===== src/rtl/traffic_light_ctrl.sv =====
// Two-approach traffic-light controller (A main, B side) with a pedestrian walk phase, timed on iCE ticks.
// Define TRAFFIC_FLASH_EN to add the iFlash input and the flashing A-yellow / B-red mode.
module traffic_light_ctrl #(
    parameter int GREEN_TICKS  = 20,
    parameter int YELLOW_TICKS = 8,
    parameter int RED_TICKS    = 4,
    parameter int PED_TICKS    = 16,
    parameter int CNT_W        = 8
) (
    input  logic       iClk,
    input  logic       iRst,
    input  logic       iCE,
    input  logic       iSideCar,
    input  logic       iPedReq,
`ifdef TRAFFIC_FLASH_EN
    input  logic       iFlash,
`endif
    output logic [2:0] oLightA,
    output logic [2:0] oLightB,
    output logic       oWalk,
    output logic       oPedAck,
    output logic [2:0] oState
);

    typedef enum logic [2:0] {
        A_GREEN  = 3'd0,
        A_YELLOW = 3'd1,
        RED1     = 3'd2,
        B_GREEN  = 3'd3,
        B_YELLOW = 3'd4,
        RED2     = 3'd5,
        PED_WALK = 3'd6
    } stateT;

    localparam logic [CNT_W-1:0] greenLast  = CNT_W'(GREEN_TICKS - 1);
    localparam logic [CNT_W-1:0] yellowLast = CNT_W'(YELLOW_TICKS - 1);
    localparam logic [CNT_W-1:0] redLast    = CNT_W'(RED_TICKS - 1);
    localparam logic [CNT_W-1:0] pedLast    = CNT_W'(PED_TICKS - 1);

    stateT            state;
    stateT            nextState;
    logic [CNT_W-1:0] timer;
    logic             rPedPend;
    logic             rNextB;
    logic             enteringWalk;
    logic             greenHold;
`ifdef TRAFFIC_FLASH_EN
    logic             rFlashOn;
    logic             flashNext;
`endif

    // Lamp pattern {A, B} for a state; anything not green or yellow is all-red.
    function automatic logic [5:0] lampsFor(input stateT s);
        case (s)
            A_GREEN:  lampsFor = 6'b001_100;
            A_YELLOW: lampsFor = 6'b010_100;
            B_GREEN:  lampsFor = 6'b100_001;
            B_YELLOW: lampsFor = 6'b100_010;
            default:  lampsFor = 6'b100_100;
        endcase
    endfunction

    always_comb begin
        nextState = state;
        case (state)
            A_GREEN:  if (iCE && timer == greenLast && (iSideCar || rPedPend)) nextState = A_YELLOW;
            A_YELLOW: if (iCE && timer == yellowLast) nextState = RED1;
            RED1:     if (iCE && timer == redLast) nextState = rPedPend ? PED_WALK : B_GREEN;
            B_GREEN:  if (iCE && timer == greenLast) nextState = B_YELLOW;
            B_YELLOW: if (iCE && timer == yellowLast) nextState = RED2;
            RED2:     if (iCE && timer == redLast) nextState = rPedPend ? PED_WALK : A_GREEN;
            PED_WALK: if (iCE && timer == pedLast) nextState = rNextB ? B_GREEN : A_GREEN;
            default:  nextState = A_GREEN;
        endcase
    end

    assign enteringWalk = (nextState == PED_WALK) && (state != PED_WALK);
    // A green with no demand parks the timer at its last value so the first demanded tick exits.
    assign greenHold    = (state == A_GREEN) && (timer == greenLast);
`ifdef TRAFFIC_FLASH_EN
    assign flashNext    = rFlashOn ^ iCE;
`endif

    always_ff @(posedge iClk) begin
        if (iRst) begin
            state    <= A_GREEN;
            timer    <= '0;
            rPedPend <= 1'b0;
            rNextB   <= 1'b0;
            oLightA  <= 3'b001;
            oLightB  <= 3'b100;
            oWalk    <= 1'b0;
            oPedAck  <= 1'b0;
            oState   <= 3'd0;
`ifdef TRAFFIC_FLASH_EN
            rFlashOn <= 1'b0;
        end else if (iFlash) begin
            state    <= A_GREEN;
            timer    <= '0;
            rPedPend <= 1'b0;
            rNextB   <= 1'b0;
            rFlashOn <= flashNext;
            oLightA  <= {1'b0, flashNext, 1'b0};
            oLightB  <= {flashNext, 2'b00};
            oWalk    <= 1'b0;
            oPedAck  <= 1'b0;
            oState   <= 3'd0;
`endif
        end else begin
`ifdef TRAFFIC_FLASH_EN
            rFlashOn <= 1'b0;
`endif
            state <= nextState;
            if (nextState != state)
                timer <= '0;
            else if (iCE && !greenHold)
                timer <= timer + 1'b1;
            // Serving a walk wins over a request arriving on the same clock.
            if (enteringWalk)
                rPedPend <= 1'b0;
            else if (iPedReq)
                rPedPend <= 1'b1;
            if (enteringWalk)
                rNextB <= (state == RED1);
            {oLightA, oLightB} <= lampsFor(nextState);
            oWalk   <= (nextState == PED_WALK);
            oPedAck <= enteringWalk;
            oState  <= nextState;
        end
    end

endmodule


===== config.mk =====
export PLATFORM = sky130hd
export DESIGN_NAME = traffic_light_ctrl
export DESIGN_NICKNAME = d
export VERILOG_FILES = /design/src/rtl/traffic_light_ctrl.sv
export SDC_FILE = /design/constraint.sdc
export NUM_CORES = 1
export LEC_CHECK = 0
export CAP_MARGIN = 40
export CORE_ASPECT_RATIO = 1.5
export CORE_MARGIN = 2
export CORE_UTILIZATION = 50
export CTS_BUF_LIST = sky130_fd_sc_hd__clkbuf_4 sky130_fd_sc_hd__clkbuf_8
export DETAILED_ROUTE_END_ITERATION = 6
export GPL_TIMING_DRIVEN = 0
export PLACE_DENSITY = 0.8
export SLEW_MARGIN = 30
export SYNTH_ARGS = -nofsm -noshare
export SYNTH_HDL_FRONTEND = slang
export SYNTH_SLANG_ARGS = --single-unit

===== constraint.sdc =====
create_clock -name iClk -period 4 [get_ports iClk]
set_input_delay 1 -clock iClk [delete_from_list [all_inputs] [get_ports iClk]]
set_output_delay 1 -clock iClk [all_outputs]
set_load 0.01 [all_outputs]

=== Yosys cells after proc, flatten, opt, wreduce, memory -nomap -nowiden ===
Index checks and enable logic that the tools add are counted.

* Input bits: 5
* Output and inout port bits: 11
* Flip-flop bits (word level): 21

* Add/sub/neg operators: 1
* Equal/unequal tests: 16
* Reductions and logical operators: 14
* Multiplexer cells: 12

{| class="wikitable"
|+ Operators with widths
! operator !! count
|-
| two-way mux 3 bit || 9
|-
| case mux 6 bit (4 select lines) || 1
|-
| case mux 3 bit (7 select lines) || 1
|-
| == test 3 bit (second input constant) || 5
|-
| == test 3 x 2 -> 1 bit (second input constant) || 3
|-
| adder 8 x 1 -> 8 bit (second input constant) || 1
|-
| == test 8 x 2 -> 1 bit (second input constant) || 1
|-
| == test 8 x 3 -> 1 bit (second input constant) || 1
|-
| == test 8 x 4 -> 1 bit (second input constant) || 1
|-
| == test 8 x 5 -> 1 bit (second input constant) || 1
|-
| logical AND 1 bit || 8
|-
| == test 3 x 1 -> 1 bit (second input constant) || 2
|-
| logical NOT 3 bit || 2
|-
| OR reduction 2 bit || 2
|-
| inequality test 3 bit || 1
|-
| inequality test 3 bit (second input constant) || 1
|-
| two-way mux 2 bit || 1
|-
| logical NOT 1 bit || 1
|-
| logical OR 1 bit || 1
|}

=== Depth between registers and ports, before layout ===
* Word-level depth: 8
* Depth in mapped cells: 7

=== Worst setup path before layout ===
Ideal clock, no wire load.

* Kind: input-to-reg
* From: input port iCE
* To: register timer[0]
* Arrival time: 2.545 ns
* Slack: 1.325 ns
* Setup time: 0.131 ns
* Required time: 3.869 ns
* Stages on the path: 6
* Cells stage by stage: nand2_1 -> or4b_4 -> o41a_1 -> a221oi_4 -> xnor2_1 -> nor3_1

* Cells in the longest elaborated chain, start to end: 6

{| class="wikitable"
|+ RTL lines
! what !! RTL line !! RTL
|-
| start: declaration || 12 || <nowiki>input logic iCE,</nowiki>
|-
| logical AND 1 bit || 66, 69 ||
|-
| logical AND 1 bit || 66 || <nowiki>A_GREEN: if (iCE && timer == greenLast && (iSideCar || rPedPend)) nextState = A_YELLOW;</nowiki>
|-
| two-way mux 3 bit || 66 ||
|-
| case mux 3 bit (7 select lines) || 65 || <nowiki>case (state)</nowiki>
|-
| inequality test 3 bit || 114 || <nowiki>if (nextState != state)</nowiki>
|-
| OR reduction 2 bit (no line) || - ||
|-
| end signal: assignment || 117 || <nowiki>timer <= timer + 1'b1;</nowiki>
|-
| end: declaration || 42 || <nowiki>logic [CNT_W-1:0] timer;</nowiki>
|}

Several ways; a longest one is shown, not always the timed one.
A chain may end at the register's enable or synchronous reset.

=== Worst setup path after layout ===
* From: input port iCE
* To: register timer[3]

Same word-level chain as after synthesis.

==> qor.txt <==
Gate power share -> 5.8%
leakage -> 0.4476 nW
final hold viol count -> 0
overflow left after global routing -> 0
First DRT Iteration DRCs -> 12
Internal -> 0.0002591 W
DP Area -> 0.001274 mm^2
CTS sink cnt -> 21
Reg clk slew, reported paths -> 120 ps
GPL Wtd Cong -> 0.9221
Slew @ Worst Pin -> 672.9 ps
Initial DRT Pass Iterations -> 2
fmax -> 303.4 MHz
Setup Skew -> 3.606 ps
pwr dens -> 259.2 mW/mm^2
width of the die -> 42.23 um
Hold Crit Endpoint -> timer[7]
share of cells above drive strength 1 -> 12.32%
Max rail drop VDD -> 0.2538 mV
Fillers -> 191
synthesis-to-layout area growth -> 18.72%
Post-CTS Setup Bufs -> 0
Post-Synthesis Cells -> 119
Max-slew headroom -> 54.57%
DRC Markers -> 0
Tot GR Track Use -> 20.77%
Power Total -> 0.0003373 W
vias in the first global route -> 929
Core Area -> 0.002052 mm^2
RR Startpoint -> timer[0]
synth warn -> 0
Routed WL -> 2478 um
unrepaired setup endpoints after global routing -> false
first-pass GRT wire length -> 4133 um
TritonCTS Buffers -> 3
Net Count, Synth -> 125
CTS Hold Bufs -> 0
number of synthesized flops with an enable pin -> 0
Final Non-Filler Cells -> 160
most frequent cell after synthesis -> dfxtp_1
worst hold path class -> flip-flop to flip-flop
Max clock buf depth -> 2
CP max FO -> 9
worst r2r dst -> timer[3]
Worst Setup End Kind -> flip-flop
Yosys reg bits -> 21
sequential cell area -> 420.4 um^2
initial antenna violation count -> 0
post-CTS sizing -> 0
Sequential Power Share -> 64.0%
post-DR wirelength/cell -> 15.49 um
Main synth FF type -> dfxtp_1
top cells by area, synth -> dfxtp_1 38%, nor3_1 5.9%, buf_6 4.1%
hold slack -> 590.2 ps
CP Launch Type -> input pin
multi-input logic area -> 608.1 um^2
final std cell area, no fill -> 0.001301 mm^2
via count -> 967
asr flop ratio synth -> 0%
cell taking the most area after synthesis -> dfxtp_1
port buffer count -> 15
Synth Cell Area -> 0.001096 mm^2
Distinct cells, synth -> 42
Final Cycle Share -> 82.41%
CP Data Arrival Time -> 3520 ps
Synth top area share -> 38.36%
setup violators final -> 0
FF-to-FF path depth -> 7
Req. time, crit path -> 4230 ps
CTS tree -> yes
proportion of synthesized chip area in sequential cells -> 38.36%
Vias/cell -> 6.044
CTS root buffer -> clkbuf_4
Fin Setup TNS -> 0 ps
largest net degree at the start of global routing -> 13
switching pwr -> 0.00007814 W
Starting Density -> 53.41%
H-tree levels -> 1
syn_area_per_cell -> 9.211 um^2
HP Start -> timer[7]
hpwl dp -> 1845 um
fin crit period -> 3296 ps
hold path depth -> 2
Nets -> 145
kind of critical path -> input pin to flip-flop
reg-to-reg slack, setup -> 1320 ps
row count -> 20
Die Y -> 61.34 um
Switching Fraction -> 23.17%
ant diodes -> 0
clock share of power -> 30.2%
placed cell count -> 156
worst skew pair latency -> 300 ps
outcome -> finished, final reports clean
max cap viols -> 0
die area -> 0.002590 mm^2
Top-Level Pins -> 16
Detail Route Antenna Nets -> 0
max-slew violations -> 0
commonest cells in the netlist -> 21 x dfxtp_1, 13 x nor3_1, 10 x nor2_1
-- worst max-delay path: stages --
cell and delay, ps:
clkdlybuf4s50_1 620, nand2_1 160, or4b_4 510, o41a_1 360
a221oi_4 400, xnor2_1 250, nor3_1 230
-- worst max-delay path by stage --
stage	depth (start not counted)	startpoint	endpoint	slack [ps]
floorplan	6	iCE	timer[0]	1320
global placement	7	iCE	timer[0]	430
detailed placement	7	iCE	timer[3]	430
CTS	7	iCE	timer[3]	730
global route	7	iCE	timer[3]	510
finish	7	iCE	timer[3]	700
-- layer usage --
metal / track usage (%) / wire length [um] / vias up
li1: - / - / 481
met1: 23.54 / 1053 / 460
met2: 39.12 / 1297 / 20
met3: 3.226 / 68 / 6
met4: 8.036 / 58 / 0
met5: 0 / 0 / -
-- metrics by stage --
step	setup WS, ps	utilization, %
after floorplan	1325	-
after global placement	431.1	62.07
after detailed placement	426.1	62.07
after CTS	727.9	63.41
after global routing	505.5	63.41
final	703.7	63.41
-- cell usage in the layout, fill, tap and decap left out, drive strengths merged, types with 2 or more instances in the layout --
cell type      instances
nor4                   2
clkdlybuf4s50         15
a211oi                 2
dfxtp                 21
xnor2                  4
o311a                  2
mux2i                  2
nand4                  3
nor3                  13
inv                    3
clkbuf                 4
nor2                  10
nand3                  6
nand2b                 2
and2                   2
a311oi                 2
buf                    5
nand2                  9
or4b                   2
a21oi                  2
o21ai                  3
nor3b                  2
xor2                   3
-- cell type report --
class                      count  share of cell area [%]
buffer                         6                   4.327
clock buffer                   3                   1.731
clock inverter                 1                  0.3846
inverter                       3                  0.8654
multi-input combinational     89                   46.73
sequential                    21                   32.31
tap                           22                   2.115
timing repair buffer          15                   11.54
-- flip-flops by register name (all words and copies together) (netlist names) --
name / count
oLightA: 3
oLightB: 3
oPedAck: 1
oWalk: 1
rNextB: 1
rPedPend: 1
state: 3
timer: 8
-- cells by family after synthesis --
kind of cell / Yosys count / synth area share (%)
compound gates: 20 / 15.75
xor+xnor: 7 / 5.594
fa+ha+maj: 1 / 1.141
buf+inv: 9 / 6.164
flops: 21 / 38.36
mux: 3 / 2.854
simple gates: 58 / 30.14
-- power groups by stage --
stage,clock (W),sequential (W),combinational [W]
after floorplan,0,0.000220,0.0000111
after global placement,0,0.000220,0.0000181
after detailed placement,0,0.000221,0.0000193
after CTS,0.000104,0.000216,0.0000195
after global routing,0.000112,0.000216,0.0000216
final,0.000102,0.000216,0.0000195
No activity file was read; power rests on OpenSTA's default activity.
